### config.mk
export PLATFORM = sky130hd
export DESIGN_NAME = flght_seq_flat
export DESIGN_NICKNAME = d
export VERILOG_FILES = /design/src/rtl/flght_seq_if.sv /design/src/rtl/flght_seq.sv /design/src/flat_wrapper.sv
export SDC_FILE = /design/constraint.sdc
export NUM_CORES = 1
export LEC_CHECK = 0
export CAP_MARGIN = 20
export CORE_UTILIZATION = 49
export CTS_CLUSTER_SIZE = 8
export DETAILED_ROUTE_END_ITERATION = 7
export GPL_TIMING_DRIVEN = 0
export PLACE_DENSITY = 0.71
export SLEW_MARGIN = 20
export SYNTH_ARGS = -nofsm -noshare
export SYNTH_HDL_FRONTEND = slang
export SYNTH_SLANG_ARGS = --single-unit
### constraint.sdc
create_clock -name clk -period 5.78 [get_ports clk]
set_input_delay 1.445 -clock clk [delete_from_list [all_inputs] [get_ports clk]]
set_output_delay 1.445 -clock clk [all_outputs]
set_load 0.05 [all_outputs]
### src/rtl/flght_seq_if.sv
// Sequencer <-> cmd_cfg/inertial/flght_cntrl signal bundle.
// The slave modport is the sequencer side; the master modport is its environment.
interface flght_seq_if;
  logic       strt_cal;
  logic       cal_done;
  logic       motors_off;
  logic       vld;
  logic [8:0] thrst_cmd;
  logic       strt_cal_inert;
  logic       inertial_cal;
  logic [8:0] thrst;
  logic       armed;
  logic       fault;

  modport master (
    output strt_cal, cal_done, motors_off, vld, thrst_cmd,
    input  strt_cal_inert, inertial_cal, thrst, armed, fault
  );

  modport slave (
    input  strt_cal, cal_done, motors_off, vld, thrst_cmd,
    output strt_cal_inert, inertial_cal, thrst, armed, fault
  );
endinterface

### src/rtl/flght_seq.sv
// Motor-arming sequencer: calibration supervision, thrust slew on arming, vld watchdog, kill.
// All outputs registered (1-cycle latency); no backpressure, progress is paced by vld/cal_done.
module flght_seq #(
  parameter int TMR_W      = 20,
  parameter int CAL_TMO    = 1000000,
  parameter int WDOG_LIMIT = 200000,
  parameter int RAMP_STEP  = 4
) (
  input logic        clk,
  input logic        rst,
  flght_seq_if.slave bus
);

  typedef enum logic [2:0] {
    IDLE     = 3'd0,
    CAL_REQ  = 3'd1,
    CAL_WAIT = 3'd2,
    RAMP     = 3'd3,
    RUN      = 3'd4,
    FAULT    = 3'd5
  } state_t;

  state_t             state_q, state_d;
  logic [TMR_W-1:0]   timer_q, timer_d;
  logic [8:0]         thrst_q, thrst_d;
  logic               sci_q, ic_q, armed_q, fault_q;
  logic               cal_exp, wdog_exp, wdog_trip;
  logic [9:0]         ramp_tgt;

  assign cal_exp   = (timer_q == TMR_W'(CAL_TMO - 1));
  assign wdog_exp  = (timer_q == TMR_W'(WDOG_LIMIT - 1));
  assign wdog_trip = wdog_exp && !bus.vld;
  // Widened so thrst+step near the top of range cannot wrap and re-arm the ramp.
  assign ramp_tgt  = {1'b0, thrst_q} + 10'(RAMP_STEP);

  always_comb begin
    state_d = state_q;
    thrst_d = thrst_q;
    case (state_q)
      IDLE: begin
        thrst_d = '0;
        if (bus.strt_cal) state_d = CAL_REQ;
      end
      CAL_REQ: begin
        thrst_d = '0;
        state_d = CAL_WAIT;
      end
      CAL_WAIT: begin
        thrst_d = '0;
        if (bus.cal_done)  state_d = RAMP;
        else if (cal_exp)  state_d = FAULT;
      end
      RAMP: begin
        if (wdog_trip) begin
          state_d = FAULT;
          thrst_d = '0;
        end else if (bus.vld) begin
          if ({1'b0, bus.thrst_cmd} > ramp_tgt) begin
            thrst_d = thrst_q + 9'(RAMP_STEP);
          end else begin
            thrst_d = bus.thrst_cmd;
            state_d = RUN;
          end
        end
      end
      RUN: begin
        if (wdog_trip) begin
          state_d = FAULT;
          thrst_d = '0;
        end else begin
          thrst_d = bus.thrst_cmd;
        end
      end
      FAULT: begin
        thrst_d = '0;
      end
      default: begin
        state_d = IDLE;
        thrst_d = '0;
      end
    endcase
    if (bus.motors_off) begin
      state_d = IDLE;
      thrst_d = '0;
    end
  end

  always_comb begin
    timer_d = timer_q;
    if ((state_d != state_q) || (((state_q == RAMP) || (state_q == RUN)) && bus.vld)) begin
      timer_d = '0;
    end else if (timer_q != {TMR_W{1'b1}}) begin
      timer_d = timer_q + 1'b1;
    end
  end

  always_ff @(posedge clk or posedge rst) begin
    if (rst) begin
      state_q <= IDLE;
      timer_q <= '0;
      thrst_q <= '0;
      sci_q   <= 1'b0;
      ic_q    <= 1'b0;
      armed_q <= 1'b0;
      fault_q <= 1'b0;
    end else begin
      state_q <= state_d;
      timer_q <= timer_d;
      thrst_q <= thrst_d;
      sci_q   <= (state_d == CAL_REQ);
      ic_q    <= (state_d == CAL_REQ) || (state_d == CAL_WAIT);
      armed_q <= (state_d == RAMP) || (state_d == RUN);
      fault_q <= (state_d == FAULT);
    end
  end

  assign bus.strt_cal_inert = sci_q;
  assign bus.inertial_cal   = ic_q;
  assign bus.thrst          = thrst_q;
  assign bus.armed          = armed_q;
  assign bus.fault          = fault_q;

endmodule

### src/flat_wrapper.sv
// flat-port wrapper written by rule: the top's interface ports become plain ports
module flght_seq_flat 
#(
  parameter int TMR_W      = 20,
  parameter int CAL_TMO    = 1000000,
  parameter int WDOG_LIMIT = 200000,
  parameter int RAMP_STEP  = 4
)
  (clk, rst, bus_strt_cal, bus_cal_done, bus_motors_off, bus_vld, bus_thrst_cmd, bus_strt_cal_inert, bus_inertial_cal, bus_thrst, bus_armed, bus_fault);
  flght_seq_if bus_i ();
  input logic clk;
  input logic rst;
  input wire logic [$bits(bus_i.strt_cal)-1:0] bus_strt_cal;
  input wire logic [$bits(bus_i.cal_done)-1:0] bus_cal_done;
  input wire logic [$bits(bus_i.motors_off)-1:0] bus_motors_off;
  input wire logic [$bits(bus_i.vld)-1:0] bus_vld;
  input wire logic [$bits(bus_i.thrst_cmd)-1:0] bus_thrst_cmd;
  output wire logic [$bits(bus_i.strt_cal_inert)-1:0] bus_strt_cal_inert;
  output wire logic [$bits(bus_i.inertial_cal)-1:0] bus_inertial_cal;
  output wire logic [$bits(bus_i.thrst)-1:0] bus_thrst;
  output wire logic [$bits(bus_i.armed)-1:0] bus_armed;
  output wire logic [$bits(bus_i.fault)-1:0] bus_fault;
  assign bus_i.strt_cal = bus_strt_cal;
  assign bus_i.cal_done = bus_cal_done;
  assign bus_i.motors_off = bus_motors_off;
  assign bus_i.vld = bus_vld;
  assign bus_i.thrst_cmd = bus_thrst_cmd;
  assign bus_strt_cal_inert = bus_i.strt_cal_inert;
  assign bus_inertial_cal = bus_i.inertial_cal;
  assign bus_thrst = bus_i.thrst;
  assign bus_armed = bus_i.armed;
  assign bus_fault = bus_i.fault;
  flght_seq #(.TMR_W(TMR_W), .CAL_TMO(CAL_TMO), .WDOG_LIMIT(WDOG_LIMIT), .RAMP_STEP(RAMP_STEP)) u_core (.clk(clk), .rst(rst), .bus(bus_i));
endmodule
==> key figures <==
Run status
  • Status: finished, final reports clean

Hold path
  • HP Class: reg2reg

Clock tree
  • CTS Buf Count: 5
  • Number of buffers inserted to repair setup after CTS: 0
  • Number of levels the H-tree was split into: 2
  • Clock buffer depth: 2
  • CTS tree: built
  • Worst-skew pair later-pin latency: about 290 ps
  • Clock transition time at the flip-flop clock pins of the worst setup and hold paths: about 70 ps
  • Clock net sink count: 36
  • Hold buffer count at CTS: 0
  • Number of cells upsized or downsized after cts: 0
  • Root Buffer: sky130_fd_sc_hd__clkbuf_8

Synth
  • Register area share after synthesis: 0.3808
  • Mapped Avg Cell Area: 9.135 um2
  • Number of flops mapped to enable cells by yosys: 0
  • Post-synthesis net count: 285
  • Fraction of registers with async set or reset after synthesis: 1.000
  • Synthesis Warnings: 0
  • Main synth FF type: sky130_fd_sc_hd__dfrtp_1
  • Number of synthesized register bits: 36
  • Gate count after technology mapping: between 200 and 300
  • Combined area of all synthesized cells: approximately 2400 um2
  • Number of different library cells in the post-synthesis netlist: 55

Cells and area
  • P&R area growth vs syn: 17.45%
  • Post-route cell area: ~2800 um2
  • Cell Count, Final, Fillers Out: 345
  • Leading cell type in the layout, fill and taps excluded: sky130_fd_sc_hd__dfrtp_1
  • Total number of nets in the final design: between 300 and 400
  • Final cell utilization of the core: 0.6169
  • Fraction of final layout cells with drive strength greater than 1: 0.08874
  • Highest-count cells in the layout ignoring fill and taps: sky130_fd_sc_hd__dfrtp_1 (36), sky130_fd_sc_hd__clkdlybuf4s50_1 (27), sky130_fd_sc_hd__nor3_1 (25)
  • Antenna Diode Count: 0

Floorplanning
  • Die Y: between 70 and 80 um
  • Die Span X: slightly above 70 um
  • Starting Density: 0.5253
  • Area of the core: between 4000 and 5000 um2
  • Num ports: 28
  • Die footprint: between 5000 and 6000 um2
  • Count of standard-cell rows: 24

Drt
  • Number of vias per cell: 5.872
  • DR WL/cell: around 15 um
  • Highest routed metal layer: met4
  • Routed length on met3: approximately 210 um
  • Routed wl met2: roughly 2.3 mm
  • ANT nets after route: 0
  • Total routed wirelength: between 5 and 6 mm
  • Number of iterations in the first detailed-routing pass: 4
  • Met1 WL: approximately 2.7 mm
  • Initial DRC Count: ~130
  • Remaining routing DRC violations: 0
  • Via Count: roughly 2000

GRT
  • Initial antenna violation count: 0
  • Number of global-route vias before repair: between 1500 and 2000
  • Wire length of the first global-routing pass: roughly 9 mm
  • Total track usage: 0.2265
  • GRT Residual Overflow: 0
  • Maximum number of pins on one net before global-route repair: 37

Power
  • Static Leakage: between 1 and 1.5 nW
  • Cell area power density: around 220 nW/um2
  • Worst voltage drop across the vdd grid: 130.7 uV

Setup path
  • Worst Setup End Kind: register
  • Startpoint type of the worst setup path: input pin
  • Required time at the endpoint of the critical path: a little under 6000 ps
  • Endpoint arrival time on the critical path: about 4000 ps
  • Max FO, Critical Path: 10
  • Start-to-end type of the worst setup path: in2reg

STA
  • Period minus WS final: approximately 3800 ps
  • Max-slew violations: 0
  • Slew margin rel.: 0.5095
  • F_max: 0.2614 GHz
  • Sum of negative setup slack: 0 ps
  • Final period utilization: 0.6620
  • Setup repair after global routing missed its margin: false
  • Fin Clk Skew: 7.209 ps
  • Transition time of the tightest slew-check pin: 726.2 ps
  • Total count of hold-check failures in the final report: 0
  • Number of failing setup endpoints in the final timing report: 0
  • Worst hold-check slack: 555.8 ps

Place
  • Number of buffers inserted by port buffering: 27
  • HPWL reported at the end of detailed placement: ~3.8 mm
  • Instance area at placement: around 2700 um2
  • Last weighted congestion value of the routability-driven placer: 0.8460
  • Placed insts: between 300 and 400

Run
  • Max-cap check violation count: 0
-- flip-flops by register name, indices dropped and copies added (netlist names) --
| register | flops |
|---|---|
| u_core.bus.inertial_cal | 1 |
| u_core.bus.fault | 1 |
| u_core.state_q | 3 |
| u_core.timer_q | 20 |
| u_core.bus.armed | 1 |
| u_core.bus.strt_cal_inert | 1 |
| u_core.bus.thrst | 9 |
-- worst paths after layout --
check                                    start                  end  slack, ps  cells past startpoint
max                           bus_thrst_cmd[5]    u_core.timer_q[1]       1950                      9
min                        u_core.bus.thrst[6]  u_core.bus.thrst[6]        560                      2
max reg2reg                u_core.bus.thrst[2]    u_core.timer_q[1]       2650                     10
min reg2reg                u_core.bus.thrst[6]  u_core.bus.thrst[6]        560                      2
max in group asynchronous                  rst  u_core.bus.thrst[0]       3720                      2
min in group asynchronous                  rst  u_core.bus.thrst[7]       1600                      2
-- Yosys cell counts (all sizes together), types with 5 or more instances --
cell type	count	area (um2)
a31oi	9	56.30
nor3	25	125.1
xnor2	12	105.1
and3	5	31.28
nand4	6	52.55
dfrtp	36	900.9
nand3	20	100.1
xor2	10	87.58
nor2	25	101.4
o21ai	17	103.9
ha	11	137.6
inv	10	37.54
a21oi	7	35.03
nand2	20	77.58
-- cell families after synthesis --
group | share of synthesized area
xor+xnor | 0.08144
compound gates | 0.1576
mux | 0.01269
fa+ha+maj | 0.05817
buf+inv | 0.04284
simple gates | 0.2665
flops | 0.3807
-- where the power goes --
part           switching, W  internal, W
logic              0.000106    0.0000650
registers         0.0000104     0.000267
clock network     0.0000884    0.0000819
-- critical path, stage by stage --
cell and delay (ps):
sky130_fd_sc_hd__clkdlybuf4s50_1 440, sky130_fd_sc_hd__ha_1 330, sky130_fd_sc_hd__nand4_1 120, sky130_fd_sc_hd__o21bai_1 180, sky130_fd_sc_hd__a31oi_1 170, sky130_fd_sc_hd__o31ai_2 130, sky130_fd_sc_hd__a2111oi_1 600, sky130_fd_sc_hd__nor2_1 320
sky130_fd_sc_hd__nor3_1 280
-- routing by layer --
metal  up-vias  track usage
li1       1013            -
met1       959       0.3229
met2        48       0.3439
met3         6      0.05345
met4         0      0.06754
met5         -            0
-- through the flow --
step / total power, W / setup slack [ps]
2_1_floorplan: 0.0004041 / 2473
3_3_place_gp: 0.0004515 / 1737
6_report: 0.0006195 / 1954
3_5_place_dp: 0.0004548 / 1672
4_1_cts: 0.0006280 / 1952
5_1_grt: 0.0006569 / 1624
-- layout make-up --
cell class              instances  area (um2)
fillers                       407        1725
multi-input cells             207        1364
flip-flops and latches         36       900.9
repair buffers                 27       270.3
clock buffers                   6       72.57
well taps                      52       65.06
plain buffers                   5       60.06
inverters                      11       41.29
clock inverters                 1       5.005
Note: power is estimated with default switching activity, not from simulation.
